--- config.mk ---
export PLATFORM = sky130hd
export DESIGN_NAME = core_sequencer
export DESIGN_NICKNAME = d
export VERILOG_FILES = /design/src/rtl/c0_seq_pkg.sv /design/src/rtl/c0_inst_decode.sv /design/src/rtl/core_sequencer.sv
export SDC_FILE = /design/constraint.sdc
export NUM_CORES = 1
export LEC_CHECK = 0
export CAP_MARGIN = 30
export CORE_MARGIN = 5
export CORE_UTILIZATION = 45
export DETAILED_ROUTE_END_ITERATION = 10
export GPL_TIMING_DRIVEN = 0
export PLACE_DENSITY = 0.75
export SLEW_MARGIN = 10
export SYNTH_ARGS = -nofsm -noshare
export SYNTH_HDL_FRONTEND = slang
export SYNTH_HIERARCHICAL = 1
export SYNTH_SLANG_ARGS = --single-unit
--- constraint.sdc ---
create_clock -name CLK -period 7.15 [get_ports CLK]
set_input_delay 1.43 -clock CLK [delete_from_list [all_inputs] [get_ports CLK]]
set_output_delay 1.43 -clock CLK [all_outputs]
set_load 0.005 [all_outputs]
--- src/rtl/c0_seq_pkg.sv ---
// Shared types and constants for the C0 core instruction sequencer.
// C0_SEQ_SINGLE_STEP_EN adds the PAUSE state used for single-step operation.
package c0_seq_pkg;

  localparam int unsigned IW_C    = 24;
  localparam int unsigned CLASS_W = 2;
  localparam int unsigned MS_W    = 2;
  localparam int unsigned OP_W    = 4;
  localparam int unsigned SEL_W   = 3;
  localparam int unsigned IMM_W   = 8;

  // Instruction field bit positions
  localparam int unsigned CLASS_HI = 23;
  localparam int unsigned CLASS_LO = 22;
  localparam int unsigned OP_HI    = 21;
  localparam int unsigned OP_LO    = 18;
  localparam int unsigned RS_HI    = 17;
  localparam int unsigned RS_LO    = 15;
  localparam int unsigned AR_HI    = 14;
  localparam int unsigned AR_LO    = 12;
  localparam int unsigned BS_HI    = 11;
  localparam int unsigned BS_LO    = 9;
  localparam int unsigned IRS_BIT  = 8;
  localparam int unsigned IMM_HI   = 7;
  localparam int unsigned IMM_LO   = 0;

  typedef enum logic [CLASS_W-1:0] {
    CLS_ALU  = 2'b00,
    CLS_MOVE = 2'b01,
    CLS_JMP  = 2'b10,
    CLS_SYS  = 2'b11
  } class_e;

  localparam logic [MS_W-1:0] MS_NONE = 2'b00;
  localparam logic [MS_W-1:0] MS_MEM  = 2'b11;

  localparam logic [OP_W-1:0] SYS_NOP  = 4'b0000;
  localparam logic [OP_W-1:0] SYS_HALT = 4'b0001;

  typedef enum logic [2:0] {
    ST_IDLE   = 3'd0,
    ST_FETCH  = 3'd1,
    ST_DECODE = 3'd2,
    ST_EXEC   = 3'd3,
    ST_COMMIT = 3'd4,
`ifdef C0_SEQ_SINGLE_STEP_EN
    ST_HALTED = 3'd5,
    ST_PAUSE  = 3'd6
`else
    ST_HALTED = 3'd5
`endif
  } state_e;

  typedef struct packed {
    logic             mem_inst;
    logic             alu_inst;
    logic             jmp_inst;
    logic [MS_W-1:0]  ms;
    logic             irs;
    logic [SEL_W-1:0] rs;
    logic [SEL_W-1:0] ar;
    logic [SEL_W-1:0] bs;
    logic [OP_W-1:0]  op;
    logic [IMM_W-1:0] imm;
  } ctrl_t;

endpackage

--- src/rtl/c0_inst_decode.sv ---
// Combinational instruction decoder: IR -> control lines and execute flags.
module c0_inst_decode
  import c0_seq_pkg::*;
(
  input  logic [IW_C-1:0] ir,
  output ctrl_t           ctrl,
  output logic            is_halt,
  output logic            wr_reg,
  output logic            wr_flg
);

  class_e cls;

  always_comb begin
    ctrl    = '0;
    is_halt = 1'b0;
    wr_reg  = 1'b0;
    wr_flg  = 1'b0;
    cls     = class_e'(ir[CLASS_HI:CLASS_LO]);

    // Register/immediate fields pass through for every class
    ctrl.op  = ir[OP_HI:OP_LO];
    ctrl.rs  = ir[RS_HI:RS_LO];
    ctrl.ar  = ir[AR_HI:AR_LO];
    ctrl.bs  = ir[BS_HI:BS_LO];
    ctrl.irs = ir[IRS_BIT];
    ctrl.imm = ir[IMM_HI:IMM_LO];

    case (cls)
      CLS_ALU: begin
        ctrl.alu_inst = 1'b1;
        ctrl.ms       = MS_NONE;
        wr_reg        = 1'b1;
        wr_flg        = 1'b1;
      end
      CLS_MOVE: begin
        // MS=00 is an illegal move and degrades to a NOP
        ctrl.ms       = ctrl.op[MS_W-1:0];
        ctrl.mem_inst = (ctrl.op[MS_W-1:0] == MS_MEM);
        wr_reg        = (ctrl.op[MS_W-1:0] != MS_NONE);
      end
      CLS_JMP: begin
        ctrl.jmp_inst = 1'b1;
        ctrl.ms       = MS_NONE;
      end
      CLS_SYS: begin
        is_halt = (ctrl.op == SYS_HALT);
      end
      default: begin
        is_halt = 1'b0;
      end
    endcase
  end

endmodule

--- src/rtl/core_sequencer.sv ---
// Single-clock fetch/decode/execute/commit sequencer driving the C0 core strobes.
// Build option C0_SEQ_SINGLE_STEP_EN adds the STEP input and a PAUSE after COMMIT.
module core_sequencer
  import c0_seq_pkg::*;
#(
  parameter int unsigned IW = 24,
  parameter int unsigned AW = 8
) (
  input  logic          CLK,
  input  logic          RST,
  input  logic          START,
  input  logic [AW-1:0] ADDR,
  output logic          IREQ,
  output logic [AW-1:0] IADDR,
  input  logic          IRDY,
  input  logic [IW-1:0] IDATA,
  output logic          MEM_INST,
  output logic          ALU_INST,
  output logic          JMP_INST,
  output logic [1:0]    MS,
  output logic          IRS,
  output logic [2:0]    RS,
  output logic [2:0]    AR,
  output logic [2:0]    BS,
  output logic [3:0]    OP,
  output logic [7:0]    IMM,
  output logic          REG_WE,
  output logic          FLG_WE,
  output logic          PC_STEP,
`ifdef C0_SEQ_SINGLE_STEP_EN
  input  logic          STEP,
`endif
  output logic          HALTED
);

  state_e        state, state_nxt;
  logic [IW-1:0] ir;
  logic [IW-1:0] dec_in;
  ctrl_t         dec_ctrl;
  ctrl_t         ctrl_q;
  logic          dec_halt, dec_wr_reg, dec_wr_flg;
  logic          ld_ir;
  logic          ireq_nxt, reg_we_nxt, flg_we_nxt, pc_step_nxt, halted_nxt;

  // Decode the incoming word during FETCH so control lines are valid in DECODE
  assign dec_in = (state == ST_FETCH) ? IDATA : ir;

  c0_inst_decode u_decode (
    .ir      (dec_in),
    .ctrl    (dec_ctrl),
    .is_halt (dec_halt),
    .wr_reg  (dec_wr_reg),
    .wr_flg  (dec_wr_flg)
  );

  always_ff @(posedge CLK or posedge RST) begin
    if (RST) state <= ST_IDLE;
    else     state <= state_nxt;
  end

  always_comb begin
    state_nxt   = state;
    ld_ir       = 1'b0;
    ireq_nxt    = 1'b0;
    reg_we_nxt  = 1'b0;
    flg_we_nxt  = 1'b0;
    pc_step_nxt = 1'b0;
    halted_nxt  = 1'b0;

    case (state)
      ST_IDLE:   if (START) state_nxt = ST_FETCH;
      ST_FETCH: begin
        if (IRDY) begin
          state_nxt = ST_DECODE;
          ld_ir     = 1'b1;
        end
      end
      ST_DECODE: state_nxt = ST_EXEC;
      ST_EXEC:   state_nxt = dec_halt ? ST_HALTED : ST_COMMIT;
`ifdef C0_SEQ_SINGLE_STEP_EN
      ST_COMMIT: state_nxt = ST_PAUSE;
      ST_PAUSE:  if (STEP) state_nxt = ST_FETCH;
`else
      ST_COMMIT: state_nxt = ST_FETCH;
`endif
      ST_HALTED: if (START) state_nxt = ST_FETCH;
      default:   state_nxt = ST_IDLE;
    endcase

    // Strobes are registered from the state being entered, so they align with it
    ireq_nxt    = (state_nxt == ST_FETCH);
    reg_we_nxt  = (state_nxt == ST_EXEC) && dec_wr_reg;
    flg_we_nxt  = (state_nxt == ST_EXEC) && dec_wr_flg;
    pc_step_nxt = (state_nxt == ST_COMMIT);
    halted_nxt  = (state_nxt == ST_HALTED);
  end

  always_ff @(posedge CLK or posedge RST) begin
    if (RST) begin
      ir      <= '0;
      ctrl_q  <= '0;
      IREQ    <= 1'b0;
      REG_WE  <= 1'b0;
      FLG_WE  <= 1'b0;
      PC_STEP <= 1'b0;
      HALTED  <= 1'b0;
    end else begin
      IREQ    <= ireq_nxt;
      REG_WE  <= reg_we_nxt;
      FLG_WE  <= flg_we_nxt;
      PC_STEP <= pc_step_nxt;
      HALTED  <= halted_nxt;
      if (ld_ir) begin
        ir     <= IDATA;
        ctrl_q <= dec_ctrl;
      end
    end
  end

  // Fetch address tracks the live PC while the request is up
  assign IADDR    = IREQ ? ADDR : '0;
  assign MEM_INST = ctrl_q.mem_inst;
  assign ALU_INST = ctrl_q.alu_inst;
  assign JMP_INST = ctrl_q.jmp_inst;
  assign MS       = ctrl_q.ms;
  assign IRS      = ctrl_q.irs;
  assign RS       = ctrl_q.rs;
  assign AR       = ctrl_q.ar;
  assign BS       = ctrl_q.bs;
  assign OP       = ctrl_q.op;
  assign IMM      = ctrl_q.imm;

endmodule

* Yosys cells after proc, flatten, opt, wreduce, memory -nomap -nowiden
Cells that the tools add are included.
** Storage, ports and cells
- RAM bits :: 0
- Latch bits :: 0
- Register bits :: 59
- Bits in read-only memories :: 0
- Word-level logic and storage cells :: 51
- Bits of input ports :: 36
- Memories :: 0
- Output and inout bits :: 40
** Operators by class
- Bitwise logic cells :: 0
- Reduce and logical (&&, ||, !) cells :: 6
- Div/mod/pow operators :: 0
- Equal/unequal tests :: 14
- Shift-type cells :: 0
- $lt $le $gt $ge :: 0
- $add $sub $neg :: 0
- $mul :: 0
- Multiplexer cells :: 14
** Operator list (count)
- $mux W24 :: 1
- $pmux W3 S5 :: 1
- $eq A3 B3 Y1 const B :: 4
- $eq A3 B2 Y1 const B :: 3
- $mux W8 :: 1
- $mux W1 :: 7
- $eq A2 B2 Y1 const B :: 3
- $eq A3 B1 Y1 const B :: 2
- $mux W3 :: 2
- $eq A4 B1 Y1 const B :: 1
- $logic_not A3 Y1 :: 1
- $eq A2 B1 Y1 const B :: 1
- $logic_and A1 B1 Y1 :: 2
- $logic_not A2 Y1 :: 1
- $mux W2 :: 1
- $pmux W1 S2 :: 1
- $reduce_bool A2 Y1 :: 1
- $reduce_or A2 Y1 :: 1

* Longest topological paths before layout
Gate-level depths: netlist of run 1.
- Depth in word-level cells :: 8
- Mapped depth :: 10
- Mapped depth without buffers :: 8

* By module
The synthesis of run 1 kept the hierarchy.
** Modules (own cells, without submodules)
- core_sequencer :: area each 2627.5 um2, instances 1, sequential area each 1476.4 um2, cells each 176
- c0_inst_decode :: area each 240.2 um2, instances 1, sequential area each 0.0 um2, cells each 32

* Worst setup path after synthesis of run 1
No wires, ideal clock.
- Kind :: input to output
- From :: in ADDR[0]
- To :: out IADDR[0]
- Buffers on the path :: 0
- Slack :: 4147 ps
- Cell stages on the path :: 1
- Arrival :: 1573 ps
- Data required time :: 5720 ps
- Path through :: and2_1
** Between the ends
- Word-level cells in the longest chain between the ends :: 1
** Ends and longest elaborated chain
- start, declared :: RTL line core_sequencer.sv:12 : input logic [AW-1:0] ADDR,
- $mux W8 :: RTL line core_sequencer.sv:121 : assign IADDR = IREQ ? ADDR : '0;
- end, declared :: RTL line core_sequencer.sv:14 : output logic [AW-1:0] IADDR,
Every way passes these cells.

* Worst setup path in the final report of run 1
- From :: in ADDR[4]
- To :: out IADDR[4]
Same word-level chain as after synthesis.

==> qor.csv, run 1 <==
metric;value;unit
DR pass1 iterations;4;
synthesized area;0.002868;sq mm
pin count of the biggest net entering global routing;60;
Commonest cells post-synth;mux2_2, dfrtp_1, buf_4;
first-pass GRT wire length;9.660;mm
most common cell in the synthesized netlist;mux2_2;
via count;1797;
Clock Path Buffers;2;
antenna violations before repair;0;
clock sinks;59;
Post-CTS Setup Inserts;0;
CTS tree;done;
post-synth top area cell;dfrtp_1;
Hold Crit Start;ir[19]$_DFFE_PP0P_;
pin slew with the least headroom to its limit;730.8;ps
die height;89.83;microns
DP HPWL;4.027;mm
H-tree levels;3;
Boundary Pins;76;
Peak VDD IR;0.2616;mV
largest family of logic cells by synthesized area;multiplexers;
# hold bufs at CTS;0;
Sequential Area;0.001476;sq mm
Finished Layout Cells;376;
Synth Warn #;6;
initial DRC count;43;
wire per inst;15.40;microns
area of the core;0.006277;sq mm
top cells by area, synth;dfrtp_1, mux2_2, buf_4;
average size of a mapped cell;13.79;sq um
Async S/R FF share, synth;100.0;%
Worst R2R End;state[0]$_DFF_PP0_;
met3 routed WL;244;microns
DR vias/cell;4.779;
CP Cell Sequence;clkdlybuf4s50_1, and2_1, clkdlybuf4s50_1;
critical path class;in -> out;
compound-gate portion of the synthesized area;1.658;%
ANT cells;0;
worst-skew pair later-pin latency;330;ps
Hold Path Depth;1;
DRT Wirelength;5.789;mm
#FFs+latches synth;59;
status;complete, no violations;
static leakage;0.001666;uW
DRC violations left;0;
Inserted Clock Buffers;9;
Mapped Cells;208;
Die X;89.83;microns
Final ANT Viol Nets;0;
max_slew headroom;51.28;%
DR WL met2;2.852;mm
post-synth top area share;51.48;%
Crit path top cell by count;clkdlybuf4s50_1;
post-synth cell types;28;
final cycle utilization of the critical path;55.07;%
FF-to-FF setup slack;4540;ps
hold_ws;489.7;ps
worst path bufs/invs;2;
IO Port Bufs;75;
Resized Gates After CTS;0;
clock transition at the registers of the reported paths;60;ps
maxcap violations;0;
Power Total;1796;uW
footprint of the multi-input gates;0.001125;sq mm
area delta synth->final;36.30;%
r2r startpoint;state[2]$_DFF_PP0_;
Setup crit end kind;output pin;
CTS Root Cell;clkbuf_8;
number of global-route vias before repair;1960;
crit path DAT;2510;ps
Synth Area in Simple Gates;7.810;%
Synth Area in XOR/XNOR;0.3054;%
gr usage total;14.81;%
Final Skew;6.262;ps
Starting Density;45.68;%
die area;0.008069;sq mm
CP startpoint kind;primary input;
HP Class;reg -> reg;
Top FF cell, synth;dfrtp_1;
grt total ovfl;0;
Placed Cells;360;
Post-Syn Nets;244;
Critical Path Fanout Max;1;
fill count;506;
share of post-route cells with drive strength above 1;41.47;%
final hold vios;0;
Hold EP;ir[19]$_DFFE_PP0P_;
FP Rows;29;
max-slew violation count;0;
Fmax;0.2540;GHz
RSZ-0062 raised after global routing;false;
worst r2r path cells;10;
number of synthesized flops with an enable pin;0;
post-synthesis mux area share;29.45;%
final net count;330;
Final GP Congestion;0.7216;
Final setup viols;0;
Post-Synth Adder-Cell Area;0;%
cell family with most CP delay;buffers and inverters;
Max Used Layer;met4;
post-synthesis sequential area ratio;51.48;%
setup tns final;0;ps
Met1 Wirelength;2.600;mm
min cycle time layout;3938;ps
slowest CP cell;clkdlybuf4s50_1;
critical path's largest stage delay;510;ps
Worst EP required;5720;ps
total power per unit cell area;459.6;mW/mm^2
==> worst max path at each step <==
| stage | cells past startpoint | startpoint | endpoint | slack, ps |
|---|---|---|---|---|
| 2_1_floorplan | 1 | ADDR[0] | IADDR[0] | 4150 |
| 3_3_place_gp | 2 | RST | REG_WE$_DFF_PP0_ | 3110 |
| 3_5_place_dp | 3 | ADDR[1] | IADDR[1] | 3200 |
| 4_1_cts | 3 | ADDR[1] | IADDR[1] | 3200 |
| 5_1_grt | 3 | ADDR[1] | IADDR[1] | 3170 |
| 6_report | 3 | ADDR[4] | IADDR[4] | 3210 |
==> sequential cells by signal (all words and copies together), names as in the netlist <==
name and cells:
IREQ 1, MS 2, ir 24, REG_WE 1
state 3, MEM_INST 1, IRS 1, HALTED 1
IMM 8, AR 3, FLG_WE 1, ALU_INST 1
JMP_INST 1, PC_STEP 1, RS 3, BS 3
OP 4
==> logic make-up (layout without fill, tap and decap cells) <==
group / after synthesis / in the layout
multiplexers: 75 / 75
flip-flops: 59 / 59
buffers and inverters: 35 / 126
AND/OR/NAND/NOR: 31 / 31
AO/OA/AOI/OAI: 7 / 7
XOR/XNOR: 1 / 1
==> layout by cell type (no fill, tap or decap), drive strengths merged, types with 2 or more instances in the layout <==
cell type      instances
nor2                   5
and2                  10
nand2b                 2
a21oi                  2
nor3b                  5
clkdlybuf4s50         75
buf                   32
inv                    2
clkbuf                16
and3b                  2
dfrtp                 59
o21a                   2
mux2                  75
nor2b                  3
==> area by class of cell <==
class	instances	area share [%]
plain buffers	33	6.626
clock buffers	15	4.770
clock inverters	1	0.1280
inverters	2	0.2561
multi-input cells	114	28.78
flip-flops and latches	59	37.77
well taps	77	2.465
repair buffers	75	19.21
==> metrics by stage <==
stage	setup WS, ps	util [%]	area [sq um]
detailed placement	3201	59.22	3717
global placement	3109	59.18	3715
finish	3212	62.27	3909
CTS	3202	62.27	3909
floorplan	4147	-	2868
global route	3167	62.27	3909
==> layer usage <==
| layer | up-vias | track usage [%] |
|---|---|---|
| met1 | 871 | 18.30 |
| met5 | - | 0 |
| li1 | 878 | - |
| met4 | 0 | 6.045 |
| met3 | 8 | 4.674 |
| met2 | 40 | 23.90 |
==> power by group <==
group          total (uW)  switching, uW  leakage (uW)  internal [uW]
Sequential            574           75.9      0.000714            498
Combinational         934            313      0.000852            621
Clock                 288            125     0.0000997            164
(Power assumes the default switching activity.)
==> inputs of run 2 (changes only) <==
--- a/config.mk
+++ b/config.mk
@@ -7,10 +7,10 @@
 export LEC_CHECK = 0
 export CAP_MARGIN = 30
 export CORE_MARGIN = 5
-export CORE_UTILIZATION = 45
+export CORE_UTILIZATION = 44
 export DETAILED_ROUTE_END_ITERATION = 10
 export GPL_TIMING_DRIVEN = 0
-export PLACE_DENSITY = 0.75
+export PLACE_DENSITY = 0.76
 export SLEW_MARGIN = 10
 export SYNTH_ARGS = -nofsm -noshare
 export SYNTH_HDL_FRONTEND = slang
==> constraint.sdc (replaced) <==
create_clock -name CLK -period 3.48 [get_ports CLK]
set_input_delay 0.696 -clock CLK [delete_from_list [all_inputs] [get_ports CLK]]
set_output_delay 0.696 -clock CLK [all_outputs]
set_load 0.005 [all_outputs]
==> run 2 against run 1 <==
Combinational power rose by 110%; flip-flop and latch count did not move; sequential share of layout area rose by 0.30 points; critical path type is now reg -> reg; highest routed layer unchanged.
==> qor.csv, run 2 (synthesis gave the netlist of run 1 again) <==
metric;value;unit;change
wire per inst;14.86;microns;was 15.40 microns
FP Rows;29;;unchanged
via count;1806;;was 1797
clock sinks;59;;unchanged
DR vias/cell;4.816;;was 4.779
Hold Path Depth;1;;unchanged
die area;0.008232;sq mm;was 0.008069 sq mm
setup tns final;0;ps;unchanged
Worst EP required;3740;ps;was 5720 ps
DRC violations left;0;;unchanged
max_slew headroom;52.41;%;was 51.28%
ANT cells;0;;unchanged
H-tree levels;3;;unchanged
internal power;2571;uW;was 1283 uW
status;complete, no violations;;unchanged
Final setup viols;0;;unchanged
Net Sw Frac;28.95;%;was 28.58%
CTS Root Cell;clkbuf_8;;unchanged
commonest cells after routing, fill and taps aside;clkdlybuf4s50_1, mux2_2, dfrtp_1;;unchanged
Resized Gates After CTS;0;;unchanged
Peak VDD IR;0.5037;mV;was 0.2616 mV
# hold bufs at CTS;0;;unchanged
DR WL met2;2.817;mm;was 2.852 mm
final net count;330;;unchanged
DP HPWL;4.008;mm;was 4.027 mm
min cycle time layout;2612;ps;
first-pass GRT wire length;9.466;mm;was 9.660 mm
die height;90.73;microns;was 89.83 microns
final hold vios;0;;unchanged
final core utilization;61.06;%;was 62.27%
Final ANT Viol Nets;0;;unchanged
met3 routed WL;237;microns;was 244 microns
max reg flops;24;;unchanged
total power per unit cell area;933.1;mW/mm^2;was 459.6 mW/mm^2
Post-CTS Setup Inserts;0;;unchanged
Gate power share;53.2;%;was 52.0%
CP startpoint kind;flop;;was primary input
IO Port Bufs;75;;unchanged
final cycle utilization of the critical path;75.07;%;
max-slew violation count;0;;unchanged
worst-skew pair later-pin latency;320;ps;was 330 ps
Die X;90.73;microns;was 89.83 microns
most common cell after layout, fill and taps aside;clkdlybuf4s50_1;;unchanged
sequential share of power;32.6;%;was 32.0%
Clock Path Buffers;2;;unchanged
DRT Wirelength;5.573;mm;was 5.789 mm
worst r2r path cells;10;;unchanged
Final Skew;8.734;ps;was 6.262 ps
crit path DAT;2870;ps;was 2510 ps
Met1 Wirelength;2.437;mm;was 2.600 mm
Fmax;0.3828;GHz;
number of global-route vias before repair;1915;;was 1960
critical path class;reg -> reg;;was in -> out
clock transition at the registers of the reported paths;60;ps;about the same
RSZ-0062 raised after global routing;false;;unchanged
CTS tree;done;;unchanged
pin slew with the least headroom to its limit;713.8;ps;was 730.8 ps
Starting Density;45.16;%;was 45.68%
pin count of the biggest net entering global routing;60;;unchanged
area delta synth->final;35.21;%;was 36.30%
Boundary Pins;76;;unchanged
Reg with most FFs;ir;;unchanged
Max Used Layer;met4;;unchanged
grt total ovfl;0;;unchanged
Final GP Congestion;0.6864;;was 0.7216
area of the core;0.006350;sq mm;was 0.006277 sq mm
Critical Path Fanout Max;10;;was 1
gr usage total;14.35;%;was 14.81%
maxcap violations;0;;unchanged
static leakage;0.001652;uW;was 0.001666 uW
initial DRC count;22;;was 43
Setup crit end kind;flop;;was output pin
clock power share;14.2;%;was 16.1%
Sw Pwr;1047;uW;was 513.4 uW
antenna violations before repair;0;;unchanged
HP Class;reg -> reg;;unchanged
Inserted Clock Buffers;9;;unchanged
DR pass1 iterations;5;;was 4
share of post-route cells with drive strength above 1;41.28;%;was 41.47%
## run 2: cell types whose count changed in the layout (fill, tap and decap cells not counted), sizes merged
| cell | change |
|---|---|
| clkbuf | -3 |
| clkinv | +2 |
## run 2: cell type report
cell class	instances	area, sq um
fillers	511	2472
flip-flops and latches	59	1476
multi-input cells	114	1125
repair buffers	75	750.7
plain buffers	33	259.0
clock buffers	12	145.1
well taps	77	96.34
clock inverters	3	15.01
inverters	2	10.01
## run 2: critical path: stages (launching register included)
cell and delay [ps]:
dfrtp_1 370, buf_6 130, nand2b_4 160, nor2_2 270
buf_2 330, mux2_2 430, nor4b_2 270, and3_1 240
nor2b_1 60, o21ai_0 140, o31a_1 150
## run 2: through the flow
stage / instances / total power (uW) / hold slack, ps / setup slack, ps / area, sq um
after floorplan: 208 / 2472 / 454.1 / 1217 / 2868
after global placement: 360 / 3087 / 463.8 / 189.1 / 3715
after detailed placement: 360 / 3148 / 475.3 / 850.1 / 3717
after CTS: 375 / 3681 / 489.7 / 827.8 / 3877
after global routing: 375 / 3881 / 507.5 / 596.8 / 3877
final: 375 / 3618 / 485.4 / 867.6 / 3877
## run 2: worst paths after layout
check / endpoint / slack (ps) / startpoint
max: state[0]$_DFF_PP0_ / 870 / state[2]$_DFF_PP0_
min: ir[18]$_DFFE_PP0P_ / 490 / ir[18]$_DFFE_PP0P_
max reg2reg: state[0]$_DFF_PP0_ / 870 / state[2]$_DFF_PP0_
min reg2reg: ir[18]$_DFFE_PP0P_ / 490 / ir[18]$_DFFE_PP0P_
max in group asynchronous: MS[0]$_DFFE_PP0P_ / 2160 / RST
min in group asynchronous: ir[11]$_DFFE_PP0P_ / 860 / RST
## run 2: metal layers
layer  GRT usage, %  up-vias
li1               -      869
met1          17.72      894
met2          23.00       37
met3          4.167        6
met4          6.700        0
met5              0        -
## run 2: power by group through the flow
stage               Combinational, uW  Clock (uW)  Sequential [uW]
finish                           1920         515             1180
global route                     2090         572             1220
CTS                              1960         536             1180
detailed placement               1950           0             1190
global placement                 1910           0             1170
floorplan                        1290           0             1180
==> patch 1: new RTL, settings of run 2 <==
The option `C0_SEQ_SINGLE_STEP_EN` is turned on by a define.
--- a/src/rtl/c0_seq_pkg.sv
+++ b/src/rtl/c0_seq_pkg.sv
@@ -1,5 +1,7 @@
 // Shared types and constants for the C0 core instruction sequencer.
 // C0_SEQ_SINGLE_STEP_EN adds the PAUSE state used for single-step operation.
+`define C0_SEQ_SINGLE_STEP_EN
+
 package c0_seq_pkg;
 
   localparam int unsigned IW_C    = 24;
Ports: changed (added STEP); port bits go from 76 to 77. The function was not compared with the original's and may differ.
==> patch 1 against run 2 <==
Power shrank 4.6%. Area after synthesis up 0.22%. Design area is 0.68% higher. Wire length grew 1.1%. Sequential cell count unchanged. Setup slack better by 0.12 ns. Critical path type unchanged.
==> patch 1: results (changes against run 2) <==
Synth Area in Compound Gates: 1.87% (+0.21 points)
Drt first pass iters: 4 (-1)
Setup ws final: 0.988 ns (+0.121 ns)
Initial DRC Count: 27 (+23%)
# fillers: 522 (+2.2%)
Non-Filler Instances: 377 (+0.53%)
Tot GR Track Use: 14.5% (+0.10 points)
Skew final: 0.00667 ns (-0.00207 ns)
I/O Buffers: 76 (+1.3%)
Top area cells in the synthesized netlist: dfrtp_1 (51%), mux2_2 (25%), buf_4 (6.0%)
Worst flop-to-flop path startpoint: state[1]$_DFF_PP0_
First-pass GRT wire length: 9560 um (+0.95%)
Routed WL: 5640 um (+1.1%)
Mux cell area share after synthesis: 29.4% (-0.064 points)
Leak pwr: 0.00170 uW (+2.9%)
Vias per cell: 4.85 (+0.79%)
Hold EP: OP[3]$_DFFE_PP0P_
Setup WS pre-CTS: 0.989 ns (+0.139 ns)
Share of post-route cells with drive strength above 1: 39.0% (-2.3 points)
Post-synthesis sequential area ratio: 51.4% (-0.11 points)
Worst setup endpoint: PC_STEP$_DFF_PP0_
Maximum VDD drop: 464 uV (-7.8%)
R2r setup slk: 0.99 ns (+0.12 ns)
Synth Area in XOR/XNOR: 0% (-0.31 points)
Max-slew headroom: 50.9% (-1.5 points)
Placed cells: 361 (+0.28%)
CP arrival: 2.71 ns (-0.16 ns)
Cell variety after synth: 27 (-3.6%)
Most frequent cells after synthesis: mux2_2 (63), dfrtp_1 (59), buf_4 (23)
Run status: complete, no violations
HPWL Detailed: 3990 um (-0.49%)
Nets: 332 (+0.61%)
Slowest CP cell: dfrtp_1
==> patch 1: cell types whose count changed in the layout (fill, tap and decap cells not counted), moves of 2 or more <==
cell,before,now
clkbuf_1,3,1
o21a_1,2,0
mux2_2,72,63
mux2_1,3,12
nand2_1,0,3
nor3b_1,4,1
buf_2,3,0
==> patch 1: kinds of logic (layout without fill, tap and decap cells) <==
group / Yosys count / count (layout)
AOI/OAI and AO/OA: 8 / 8
buffers and inverters: 33 / 125
DFF: 59 / 59
muxes: 75 / 75
and+or+nand+nor: 33 / 33
==> patch 1: worst register-to-register path: cells and delay by family (launching register included) <==
kind | cells | cell delay [ns]
AND/OR/NAND/NOR | 5 | 0.93
flip-flops | 1 | 0.44
multiplexers | 1 | 0.40
AO/OA/AOI/OAI | 2 | 0.35
buffers and inverters | 2 | 0.26
==> patch 1: final cells by class <==
cell class / instances / area (um^2) / area share [%]
plain buffers: 31 / 256 / 6.57
repair buffers: 76 / 761 / 19.5
clock buffers: 11 / 141 / 3.62
clock inverters: 5 / 28.8 / 0.737
flip-flops and latches: 59 / 1480 / 37.8
inverters: 2 / 10.0 / 0.256
multi-input cells: 116 / 1130 / 29.0
well taps: 77 / 96.3 / 2.47
==> patch 1: metal layers <==
metal | vias to the layer above | track usage (%) | wire length, um
met4 | 0 | 6.60 | 92
met2 | 42 | 22.7 | 2740
li1 | 877 | - | -
met1 | 903 | 18.5 | 2510
met3 | 8 | 4.00 | 294
met5 | - | 0 | 0
==> patch 1: report_power, final <==
part | switching [uW] | total [uW] | internal, uW | leakage, uW
logic | 562 | 1730 | 1170 | 0.000888
clock network | 263 | 537 | 274 | 0.0000928
registers | 169 | 1190 | 1020 | 0.000720
==> patch 2: new RTL, settings of run 2 <==
Made on the original files. Reset style: synchronous (`RST`), changed in 2 clocked blocks.
--- a/src/rtl/core_sequencer.sv
+++ b/src/rtl/core_sequencer.sv
@@ -53,7 +53,7 @@
     .wr_flg  (dec_wr_flg)
   );
 
-  always_ff @(posedge CLK or posedge RST) begin
+  always_ff @(posedge CLK) begin
     if (RST) state <= ST_IDLE;
     else     state <= state_nxt;
   end
@@ -95,7 +95,7 @@
     halted_nxt  = (state_nxt == ST_HALTED);
   end
 
-  always_ff @(posedge CLK or posedge RST) begin
+  always_ff @(posedge CLK) begin
     if (RST) begin
       ir      <= '0;
       ctrl_q  <= '0;
Formal check against the unedited RTL: differs if RST is asserted again (counterexample within 4 cycles, from zero or initial values and one cycle with RST high); with RST held inactive, the same outputs for 10 cycles.
==> patch 2 against run 2 <==
Design area rose by 0.19%. Setup slack improved by 0.14 ns. Clock skew fell by 0.0020 ns. Area after synthesis fell by 2.0%. Synthesized cell count rose by 57%. Utilization rose by 0.83 points. Wire length rose by 17%. Count of clock-buffer cells in the layout fell by 1. Sequential cell count did not move. Sequential share of layout area fell by 7.7 points. Critical path depth fell by 7.
Power is not compared: it rests on default switching activity, and its combinational part moved more than twofold at a synthesized area within 25%.
==> patch 2: results (changes against run 2) <==
Slowest CP cell: clkdlybuf4s50_1
Post-synthesis sequential area ratio: 42.0% (-9.5 points)
Skew final: 0.00678 ns (-0.00195 ns)
Synth Area in Compound Gates: 10.1% (+8.5 points)
Synth Area in XOR/XNOR: 0.312% (+0.0061 points)
Placed cells: 478 (+33%)
Non-Filler Instances: 494 (+32%)
Drt first pass iters: 4 (-1)
Asr flop ratio synth: 0% (-100 points)
Least-Margin Pin Slew: 0.486 ns (-0.228 ns)
Vias in the first global route: 2334 (+22%)
Most frequent cells after synthesis: nand2_1 (105), dfxtp_1 (59), a21oi_1 (55)
Avg WL per Cell: 13.2 um (-11%)
CP arrival: 1.77 ns (-1.10 ns)
Nets: 448 (+36%)
Top area cells in the synthesized netlist: dfxtp_1 (42%), nand2_1 (14%), mux2_4 (11%)
CP max FO: 1 (-9)
Pin count of the biggest net entering global routing: 11 (-82%)
Tot GR Track Use: 16.8% (+2.4 points)
Clock buffer count from CTS: 9 (unchanged)
Placer congestion estimate: 0.765 (+11%)
First-pass GRT wire length: 11100 um (+18%)
Cell variety after synth: 29 (+3.6%)
Share of post-route cells with drive strength above 1: 20.6% (-21 points)
Run status: complete, no violations
Vias: 2351 (+30%)
Initial DRC Count: 91 (+310%)
Syn Nets: 362 (+48%)
Avg Inst Size Synth: 8.62 um^2 (-37%)
CP delay by family, top: buffers and inverters
Main synth FF type: dfxtp_1
Crit-path max cell delay: 0.51 ns (+0.08 ns)
Hold path depth: 2 (+1)
Clock Latency Late Sink: 0.34 ns (+0.02 ns)
-- patch 2: power by group --
part	switching, uW	internal (uW)
logic	134	206
registers	14.6	702
clock network	265	438
total	414	1350
-- patch 2: logic make-up (layout without fill, tap and decap cells) --
group                     Yosys count  after routing
muxes                              25             25
buffers and inverters              47            138
and+or+nand+nor                   137            137
DFF                                59             59
AOI/OAI and AO/OA                  57             57
xor gates and xnor gates            1              1
-- patch 2: final cells by class --
class	count	area [um^2]
fill	563	2390
multi-input combinational	220	1270
sequential	59	1180
timing repair buffer	75	751
buffer	47	364
clock buffer	11	151
tap	77	96.3
clock inverter	5	75.1
-- patch 2: metrics by stage --
stage | total power (uW) | area, um^2 | worst slack, ns | utilization [%] | hold slack [ns]
3_3_place_gp | 1070 | 3660 | 1.02 | 58.3 | 0.440
2_1_floorplan | 956 | 2810 | 1.54 | - | 0.434
4_1_cts | 1770 | 3880 | 1.01 | 61.9 | 0.455
3_5_place_dp | 1070 | 3660 | 1.01 | 58.3 | 0.446
5_1_grt | 1840 | 3880 | 0.969 | 61.9 | 0.476
6_report | 1760 | 3880 | 1.01 | 61.9 | 0.453
-- patch 2: metal layers --
layer	GRT usage [%]	wire, um	up-vias
li1	-	-	1215
met1	21.4	2900	1077
met2	26.4	3200	47
met3	3.34	272	12
met4	9.43	145	0
met5	0	0	-
-- patch 2: final timing paths --
kind / from / slack (ns) / endpoint
max: ADDR[6] / 1.01 / IADDR[6]
min: ir[21]$_SDFFE_PP0P_ / 0.45 / ir[21]$_SDFFE_PP0P_
max reg2reg: state[1]$_SDFF_PP0_ / 1.35 / HALTED$_SDFF_PP0_
min reg2reg: ir[21]$_SDFFE_PP0P_ / 0.45 / ir[21]$_SDFFE_PP0P_
